## src/rtl/sig_diff_mc_if.sv

```systemverilog
// Stream bundle for the multi-channel lagged differencer: sample-side inputs
// and result-side outputs. There is no back-pressure in either direction.
interface sig_diff_mc_if #(
  parameter int DATA_W  = 8,
  parameter int NUM_CH  = 1,
  parameter int MAX_LAG = 4,
  parameter int LAG_W   = $clog2(MAX_LAG + 1),
  parameter int CH_W    = (NUM_CH > 1) ? $clog2(NUM_CH) : 1
);
  logic                     in_valid;
  logic signed [DATA_W-1:0] Xin;
  logic [LAG_W-1:0]         lag;
  logic                     mode;
  logic                     out_valid;
  logic signed [DATA_W+1:0] Yout;
  logic [CH_W-1:0]          out_ch;

  modport master (
    output in_valid, Xin, lag, mode,
    input  out_valid, Yout, out_ch
  );

  modport slave (
    input  in_valid, Xin, lag, mode,
    output out_valid, Yout, out_ch
  );
endinterface

```

## src/rtl/sig_diff_mc.sv

```systemverilog
// Multi-channel lagged first/second difference with run-time lag, two-stage
// pipeline (history read + operand capture, then full-width arithmetic).
module sig_diff_mc #(
  parameter int DATA_W  = 8,
  parameter int NUM_CH  = 1,
  parameter int MAX_LAG = 4,
  parameter int LAG_W   = $clog2(MAX_LAG + 1)
) (
  input logic          clk,
  input logic          rst,
  input logic          clr,
  sig_diff_mc_if.slave bus
);
  localparam int CH_W   = (NUM_CH > 1) ? $clog2(NUM_CH) : 1;
  localparam int OUT_W  = DATA_W + 2;
  localparam int HIST_D = 2 * MAX_LAG;

  typedef logic signed [DATA_W-1:0] sample_t;
  typedef logic signed [OUT_W-1:0]  wide_t;

  logic            flush;
  logic [CH_W-1:0] ch_cnt_reg;
  logic [CH_W-1:0] ch_cnt_next;
  logic [LAG_W-1:0] lag_next;
  sample_t         ch_hl  [NUM_CH];
  sample_t         ch_h2l [NUM_CH];
  sample_t         cur_hl;
  sample_t         cur_h2l;

  sample_t         s1_x_reg;
  sample_t         s1_hl_reg;
  sample_t         s1_h2l_reg;
  logic            s1_mode_reg;
  logic            s1_valid_reg;
  logic [CH_W-1:0] s1_ch_reg;

  wide_t           x_ext;
  wide_t           hl_ext;
  wide_t           h2l_ext;
  wide_t           y_next;
  wide_t           yout_reg;
  logic            out_valid_reg;
  logic [CH_W-1:0] out_ch_reg;

  assign flush = rst || clr;

  always_comb begin
    lag_next = bus.lag;
    if (bus.lag == '0) begin
      lag_next = LAG_W'(1);
    end else if (int'(bus.lag) > MAX_LAG) begin
      lag_next = LAG_W'(MAX_LAG);
    end
  end

  always_comb begin
    ch_cnt_next = ch_cnt_reg + CH_W'(1);
    if (ch_cnt_reg == CH_W'(NUM_CH - 1)) begin
      ch_cnt_next = '0;
    end
  end

  // One history line per channel; h[k] lives at line_reg[k-1]. The taps are
  // read from pre-shift contents, so back-to-back beats on one channel see
  // the correct x[n-L] without any forwarding.
  genvar gi;
  generate
    for (gi = 0; gi < NUM_CH; gi++) begin : g_ch
      sample_t line_reg [HIST_D];
      sample_t tap_l;
      sample_t tap_2l;
      logic    shift_en;

      assign shift_en = bus.in_valid && (ch_cnt_reg == CH_W'(gi));

      always_ff @(posedge clk) begin
        if (flush) begin
          for (int k = 0; k < HIST_D; k++) begin
            line_reg[k] <= '0;
          end
        end else if (shift_en) begin
          line_reg[0] <= bus.Xin;
          for (int k = 1; k < HIST_D; k++) begin
            line_reg[k] <= line_reg[k-1];
          end
        end
      end

      always_comb begin
        tap_l  = '0;
        tap_2l = '0;
        for (int k = 1; k <= MAX_LAG; k++) begin
          if (lag_next == LAG_W'(k)) begin
            tap_l  = line_reg[k-1];
            tap_2l = line_reg[2*k-1];
          end
        end
      end

      assign ch_hl[gi]  = tap_l;
      assign ch_h2l[gi] = tap_2l;
    end
  endgenerate

  always_comb begin
    cur_hl  = '0;
    cur_h2l = '0;
    for (int c = 0; c < NUM_CH; c++) begin
      if (ch_cnt_reg == CH_W'(c)) begin
        cur_hl  = ch_hl[c];
        cur_h2l = ch_h2l[c];
      end
    end
  end

  // Stage 1: capture the beat with its history taps; clr drops the beat.
  always_ff @(posedge clk) begin
    if (flush) begin
      ch_cnt_reg   <= '0;
      s1_valid_reg <= 1'b0;
      s1_x_reg     <= '0;
      s1_hl_reg    <= '0;
      s1_h2l_reg   <= '0;
      s1_mode_reg  <= 1'b0;
      s1_ch_reg    <= '0;
    end else begin
      s1_valid_reg <= bus.in_valid;
      if (bus.in_valid) begin
        ch_cnt_reg  <= ch_cnt_next;
        s1_x_reg    <= bus.Xin;
        s1_hl_reg   <= cur_hl;
        s1_h2l_reg  <= cur_h2l;
        s1_mode_reg <= bus.mode;
        s1_ch_reg   <= ch_cnt_reg;
      end
    end
  end

  // Two guard bits cover x - 2*h[L] + h[2L] over the full input range.
  always_comb begin
    x_ext   = {{2{s1_x_reg[DATA_W-1]}}, s1_x_reg};
    hl_ext  = {{2{s1_hl_reg[DATA_W-1]}}, s1_hl_reg};
    h2l_ext = {{2{s1_h2l_reg[DATA_W-1]}}, s1_h2l_reg};
    y_next  = x_ext - hl_ext;
    if (s1_mode_reg) begin
      y_next = x_ext - (hl_ext <<< 1) + h2l_ext;
    end
  end

  // Stage 2: result register; Yout/out_ch hold between pulses.
  always_ff @(posedge clk) begin
    if (flush) begin
      out_valid_reg <= 1'b0;
      yout_reg      <= '0;
      out_ch_reg    <= '0;
    end else begin
      out_valid_reg <= s1_valid_reg;
      if (s1_valid_reg) begin
        yout_reg   <= y_next;
        out_ch_reg <= s1_ch_reg;
      end
    end
  end

  assign bus.out_valid = out_valid_reg;
  assign bus.Yout      = yout_reg;
  assign bus.out_ch    = out_ch_reg;
endmodule

```

## src/flat_wrapper.sv

```systemverilog
// flat-port wrapper written by rule: the top's interface ports become plain ports
module sig_diff_mc_flat 
#(
  parameter int DATA_W  = 8,
  parameter int NUM_CH  = 1,
  parameter int MAX_LAG = 4,
  parameter int LAG_W   = $clog2(MAX_LAG + 1)
)
  (clk, rst, clr, bus_in_valid, bus_Xin, bus_lag, bus_mode, bus_out_valid, bus_Yout, bus_out_ch);
  sig_diff_mc_if #(.DATA_W(DATA_W), .NUM_CH(NUM_CH), .MAX_LAG(MAX_LAG), .LAG_W(LAG_W)) bus_i ();
  input logic clk;
  input logic rst;
  input logic clr;
  input wire logic [$bits(bus_i.in_valid)-1:0] bus_in_valid;
  input wire logic [$bits(bus_i.Xin)-1:0] bus_Xin;
  input wire logic [$bits(bus_i.lag)-1:0] bus_lag;
  input wire logic [$bits(bus_i.mode)-1:0] bus_mode;
  output wire logic [$bits(bus_i.out_valid)-1:0] bus_out_valid;
  output wire logic [$bits(bus_i.Yout)-1:0] bus_Yout;
  output wire logic [$bits(bus_i.out_ch)-1:0] bus_out_ch;
  assign bus_i.in_valid = bus_in_valid;
  assign bus_i.Xin = bus_Xin;
  assign bus_i.lag = bus_lag;
  assign bus_i.mode = bus_mode;
  assign bus_out_valid = bus_i.out_valid;
  assign bus_Yout = bus_i.Yout;
  assign bus_out_ch = bus_i.out_ch;
  sig_diff_mc #(.DATA_W(DATA_W), .NUM_CH(NUM_CH), .MAX_LAG(MAX_LAG), .LAG_W(LAG_W)) u_core (.clk(clk), .rst(rst), .clr(clr), .bus(bus_i));
endmodule
```

## config.mk

```make
export PLATFORM = sky130hd
export DESIGN_NAME = sig_diff_mc_flat
export DESIGN_NICKNAME = d
export VERILOG_FILES = /design/src/rtl/sig_diff_mc_if.sv /design/src/rtl/sig_diff_mc.sv /design/src/flat_wrapper.sv
export SDC_FILE = /design/constraint.sdc
export NUM_CORES = 1
export LEC_CHECK = 0
export CORE_MARGIN = 1
export CORE_UTILIZATION = 60
export DETAILED_ROUTE_END_ITERATION = 12
export PLACE_DENSITY = 0.85
export SYNTH_ARGS = -nofsm -noshare
export SYNTH_HDL_FRONTEND = slang
export SYNTH_SLANG_ARGS = --single-unit
```

## constraint.sdc

```tcl
create_clock -name clk -period 3.2 [get_ports clk]
set_input_delay 0.64 -clock clk [delete_from_list [all_inputs] [get_ports clk]]
set_output_delay 0.64 -clock clk [all_outputs]
set_load 0.005 [all_outputs]
```

==> run metrics <==
status=finished clean; Layout area overhead=10.4%; Max Root-Sink Buffers=2; largest net degree at the start of global routing=91; Final WS setup=0.706 ns; Syn Inst Count=492; Worst path slowest cell=fa_1; cell mode on critical path=inv_1; root buf cell=clkbuf_8; worst vdd rail ir drop=roughly 290 µV; Placer Congestion=0.937; post-route cell area=between 5000 and 6000 µm²; fraction of layout cells with a size suffix above 1=6.30%; drt pass-1 iters=5; ANT nets after route=0; Worst path max stage delay=0.53 ns; Final Skew=between 0.009 and 0.01 ns; Seq/Total Area, Yosys=51.2%; CTS tree=built; Worst-Margin Slew=0.807 ns; Synth async-reset ratio=0%; critical path arrival=2.76 ns; core area=8300 µm²; internal reg-to-reg setup slack=0.71 ns; leakage power=2.41 nW; via count=roughly 3700; Netlist cell types=44; critical path, cell by cell=inv_1 -> fa_1 -> inv_1 -> ha_1 -> nor2b_1 -> o31a_1 -> o21ai_0 -> nor4b_1 -> nor3_1; io pins=28; CP max FO=4; mapped cell area=5200 µm²; IO buf count=26; Initial Utilization=62.7%; syn nets=534; synthesized area per cell=~11 µm²; Post-DP HPWL=6720 µm; ys flop type=edfxtp_1; hold buffer count at CTS=0; detailed router's first-iteration violation count=216; fmax=401 MHz; Non-Filler Instances=613; Clock transition at path regs=roughly 0.1 ns; max reg flops=64; vias in the first global route=3449; Die Span X=around 95 µm; Slew Limit Fails=0; Post-synth EDFFs=64; nets@finish=545; die span in y=between 90 and 100 µm; dominant cells by area after synthesis=edfxtp_1 37%, dfxtp_1 14%, and3_1 5.9%, mux2i_1 5.8%, a211oi_1 5.3%; clock sink total=101; Seq cells post-synth=101; Worst Path Required=3.46 ns; Overflow after GRT=0; gr usage total=24.1%; WL final=10100 µm; Placed Area=5520 µm²; PD cells=473 nW/µm²; Final Hold Violating Endpoints=0; pre-CTS WS=0.705 ns; drt drc=0; CP Class=register to register; CP Capture Type=register; ant diodes=0; RSZ-0062 raised after global routing=false; dpl cells=597; initial antenna violation count=0; total CTS buffers=9; row count=33; Synth area leader=edfxtp_1; CTS resizes=0; Buf/Inv on CP=2; setup TNS=0 ns; setup violators final=0; Period minus WS final=around 2.5 ns; max_cap viols=0; die area=9050 µm²; DR vias/cell=6.04; clk_lat worst skew=0.37 ns; setup repair bufs after CTS=0; first-pass GRT wire length=16500 µm; drt wl/cell=16.5 µm; period utilisation layout=77.9%; Synth top area share=a little under two fifths; Top Family by Delay on Critical Path=adder cells; worst min path class=register to register; Max transition margin=46.2%; YS warnings=0; Startpoint Class=register; H-tree Lvls=3
-- layout make-up --
cell class	instances	area, µm²
flip-flops and latches	101	2660
inverters	41	154
clock inverters	7	95.1
well taps	105	131
repair buffers	32	313
multi-input cells	318	2260
clock buffers	9	124
fillers	627	2560
-- worst min-delay path: cells and delay by family (launching register included) --
family	cells	cell delay [ns]
DFF	1	0.32
and+or+nand+nor	1	0.08
AOI/OAI and AO/OA	1	0.05
-- synthesized netlist by cell type, drive strengths merged, types with 5 or more instances --
master,instances
or3,5
inv,41
and2,19
edfxtp,64
nand2,6
a21oi,26
mux2i,30
nor3,5
a211oi,37
dfxtp,37
clkbuf,27
buf,5
o21ai,18
and3,49
nor2b,5
nor2,51
ha,17
fa,9
-- placed cells by master, fill, tap and decap left out, types with 5 or more instances in the layout --
cell | Yosys | layout
ha_1 | 17 | 17
nor3_1 | 5 | 5
edfxtp_1 | 64 | 64
inv_1 | 41 | 41
and2_1 | 19 | 19
o21ai_0 | 18 | 18
nor2_1 | 51 | 50
a211oi_1 | 37 | 37
and3_1 | 49 | 49
fa_1 | 9 | 9
clkdlybuf4s50_1 | 0 | 25
mux2i_1 | 30 | 30
buf_4 | 3 | 5
a21oi_1 | 26 | 26
nand2_1 | 6 | 6
nor2b_1 | 5 | 5
clkbuf_8 | 0 | 9
dfxtp_1 | 37 | 37
-- report_power, final --
part / total, mW / internal (mW) / leakage [nW] / switching, mW
combinational: 0.382 / 0.161 / 1.25 / 0.220
sequential: 1.47 / 1.43 / 1.05 / 0.0345
clock: 0.866 / 0.383 / 0.110 / 0.483
total: 2.72 / 1.98 / 2.41 / 0.738
-- final timing paths --
kind                                            from                  to  cells after the start
worst max-delay path            u_core.s1_h2l_reg[2]  u_core.bus.Yout[6]                      9
worst min-delay path              u_core.bus.Yout[2]  u_core.bus.Yout[2]                      2
worst max register to register  u_core.s1_h2l_reg[2]  u_core.bus.Yout[6]                      9
worst min register to register    u_core.bus.Yout[2]  u_core.bus.Yout[2]                      2
-- layer usage --
layer	global-route usage, %	share of wire, %	up-vias
met5	0	0	-
met4	9.34	2.1	0
met3	4.70	4.2	19
met2	39.0	49	96
met1	32.1	44	1791
li1	-	-	1798
-- metrics by stage --
step                      hold WS, ns  power (mW)  utilization, %
after floorplan                 0.463        1.77               -
after global placement          0.477        1.86            66.6
after detailed placement        0.481        1.87            66.6
after CTS                       0.495        2.74            69.2
after global routing            0.519        2.84            69.2
final                           0.491        2.72            69.2
-- cell families after synthesis --
| family | after synthesis | share of synthesized area (%) |
|---|---|---|
| other cells | 1 | 0.0721 |
| compound gates | 105 | 13.7 |
| fa+ha+maj | 26 | 7.55 |
| simple gates | 153 | 15.7 |
| mux | 30 | 5.77 |
| flops | 101 | 51.2 |
| xor+xnor | 3 | 0.505 |
| buf+inv | 73 | 5.48 |
Note: power is estimated with default switching activity, not from simulation.
==> patch: new RTL, same settings <==
`NUM_CH` is set to 1 in 3 places; all go to 2.
--- a/src/rtl/sig_diff_mc_if.sv
+++ b/src/rtl/sig_diff_mc_if.sv
@@ -2,7 +2,7 @@
 // and result-side outputs. There is no back-pressure in either direction.
 interface sig_diff_mc_if #(
   parameter int DATA_W  = 8,
-  parameter int NUM_CH  = 1,
+  parameter int NUM_CH  = 2,
   parameter int MAX_LAG = 4,
   parameter int LAG_W   = $clog2(MAX_LAG + 1),
   parameter int CH_W    = (NUM_CH > 1) ? $clog2(NUM_CH) : 1
--- a/src/rtl/sig_diff_mc.sv
+++ b/src/rtl/sig_diff_mc.sv
@@ -2,7 +2,7 @@
 // pipeline (history read + operand capture, then full-width arithmetic).
 module sig_diff_mc #(
   parameter int DATA_W  = 8,
-  parameter int NUM_CH  = 1,
+  parameter int NUM_CH  = 2,
   parameter int MAX_LAG = 4,
   parameter int LAG_W   = $clog2(MAX_LAG + 1)
 ) (
--- a/src/flat_wrapper.sv
+++ b/src/flat_wrapper.sv
@@ -2,7 +2,7 @@
 module sig_diff_mc_flat 
 #(
   parameter int DATA_W  = 8,
-  parameter int NUM_CH  = 1,
+  parameter int NUM_CH  = 2,
   parameter int MAX_LAG = 4,
   parameter int LAG_W   = $clog2(MAX_LAG + 1)
 )
Behaviour: not the same (a bounded check fails within 4 cycles, from zero or initial values).
==> patch against the unedited design <==
Sequential cell count rose by 67. Final area grew 60%. Clock skew grew 0.00060 ns. Utilization hardly changed. Critical path depth is 1 higher. Setup slack got worse by 0.078 ns. Sequential share of layout area grew 4.3 points. Wire length increased by 67%. Maximum frequency shrank 3.0%. Worst hold slack improved by 0.018 ns. Synthesized cell count increased by 50%. Total power increased by 82%. Area after synthesis grew 57%.
==> patch: results (changes against the unedited design) <==
DR vias/cell -> 5.819 (-3.7%)
Metal3 WL -> 854 um (+100%)
Area contributors post-synth -> edfxtp_1, and2_1, dfxtp_1
Global Route met3 Usage -> 4.778% (+0.073 points)
Layout Nets -> 796 (+46%)
Worst VDD drop -> 0.0004379 V (+52%)
Pre-Repair DR Iteration Count -> 4 (-1)
Multiplexer share of the synthesized area -> 5.389% (-0.38 points)
Worst skew pair latency -> 0.43 ns (+0.06 ns)
I/O Buffers -> 27 (+3.8%)
DR iter-0 viols -> 578 (+170%)
Met1 Track Usage GR -> 34.61% (+2.5 points)
Metal2 WL -> 8022 um (+61%)
Worst endpoint data arrival time -> 2.95 ns (+0.19 ns)
Reg2Reg Depth -> 10 (+1)
Worst slew pin tran -> 1.098 ns (+0.2908 ns)
CTS Buf Count -> 17 (+8)
Vias in the first global route -> 5455 (+58%)
Pleak -> 3.630 nW (+51%)
Post-synthesis xor/xnor area fraction -> 1.179% (+0.67 points)
Pre-CTS setup slack -> 0.3960 ns (-0.3091 ns)
Post-synth EDFFs -> 128 (+100%)
Post-DP HPWL -> 10950 um (+63%)
Mapped Nets -> 781 (+46%)
H-tree Lvls -> 4 (+1)
M1 wire length -> 7610 um (+70%)
Post-Synth Adder-Cell Area -> 4.807% (-2.7 points)
Status -> finished clean
Max reg flops -> 128 (+100%)
Clk_skew -> 0.009770 ns (+0.0005989 ns)
Met2 usage -> 39.36% (+0.32 points)
Cell Area, Placed -> 8615 um^2 (+56%)
Dpl cells -> 911 (+53%)
Clock-pin slew on the worst setup and hold paths -> 0.07 ns (-0.03 ns)
Post-DR wirelength/cell -> 17.85 um (+8.3%)
Sw Ratio -> 24.89% (-2.3 points)
Post-synthesis sequential area ratio -> 56.83% (+5.6 points)
Final cell count without fillers -> 943 (+54%)
CP peak stage delay -> 0.55 ns (+0.02 ns)
Crit path max-delay family -> compound AO/OA/AOI/OAI gates
Worst Path Max Fanout -> 4 (unchanged)
Syn Area/Cell -> 11.06 um^2 (+4.6%)
Post-synth cell types -> 46 (+4.5%)
Compound-cell area share of the yosys netlist -> 11.15% (-2.6 points)
[patch: changes by cell type in the layout (fill, tap and decap cells not counted), sizes merged, moves of 5 or more]
cell,delta
o21ai,+32
a21oi,+22
a211oi,-16
or3,-5
mux2i,+14
nor2,+8
clkbuf,+10
nand2,+41
o31ai,+13
and3,-47
xnor2,+7
buf,+10
and2,+109
edfxtp,+64
[patch: path summary, 6_finish.rpt]
path / from / end / slack, ns
worst max-delay path: u_core.s1_h2l_reg[3]$_SDFFE_PN0P_ / u_core.bus.Yout[9]$_SDFFE_PN0P_ / 0.63
worst min-delay path: u_core.bus.Yout[2]$_SDFFE_PN0P_ / u_core.bus.Yout[2]$_SDFFE_PN0P_ / 0.51
worst max register to register: u_core.s1_h2l_reg[3]$_SDFFE_PN0P_ / u_core.bus.Yout[9]$_SDFFE_PN0P_ / 0.63
worst min register to register: u_core.bus.Yout[2]$_SDFFE_PN0P_ / u_core.bus.Yout[2]$_SDFFE_PN0P_ / 0.51
[patch: area by class of cell]
cell class,instances,area (um^2)
Clock buffer,19,432.9
Fill cell,948,4076
Multi-Input combinational cell,485,3198
Clock inverter,13,118.9
Sequential cell,168,4644
Inverter,41,153.9
Timing Repair Buffer,41,397.9
Tap cell,176,220.2
[patch: worst register-to-register path, stage by stage, from the launching register on]
cell and delay [ns]:
dfxtp_1 0.31, inv_1 0.08, fa_1 0.55, inv_1 0.05
ha_1 0.34, a21o_1 0.20, a31o_1 0.24, o21ai_2 0.19
nor4b_1 0.08, a2111oi_2 0.34, a32o_1 0.16
[patch: power by group through the flow]
stage	Sequential (mW)	Clock [mW]	Combinational [mW]
after floorplan	2.52	0	0.353
final	2.50	1.96	0.491
after global routing	2.51	2.04	0.541
after detailed placement	2.54	0	0.482
after CTS	2.50	1.96	0.488
after global placement	2.54	0	0.471
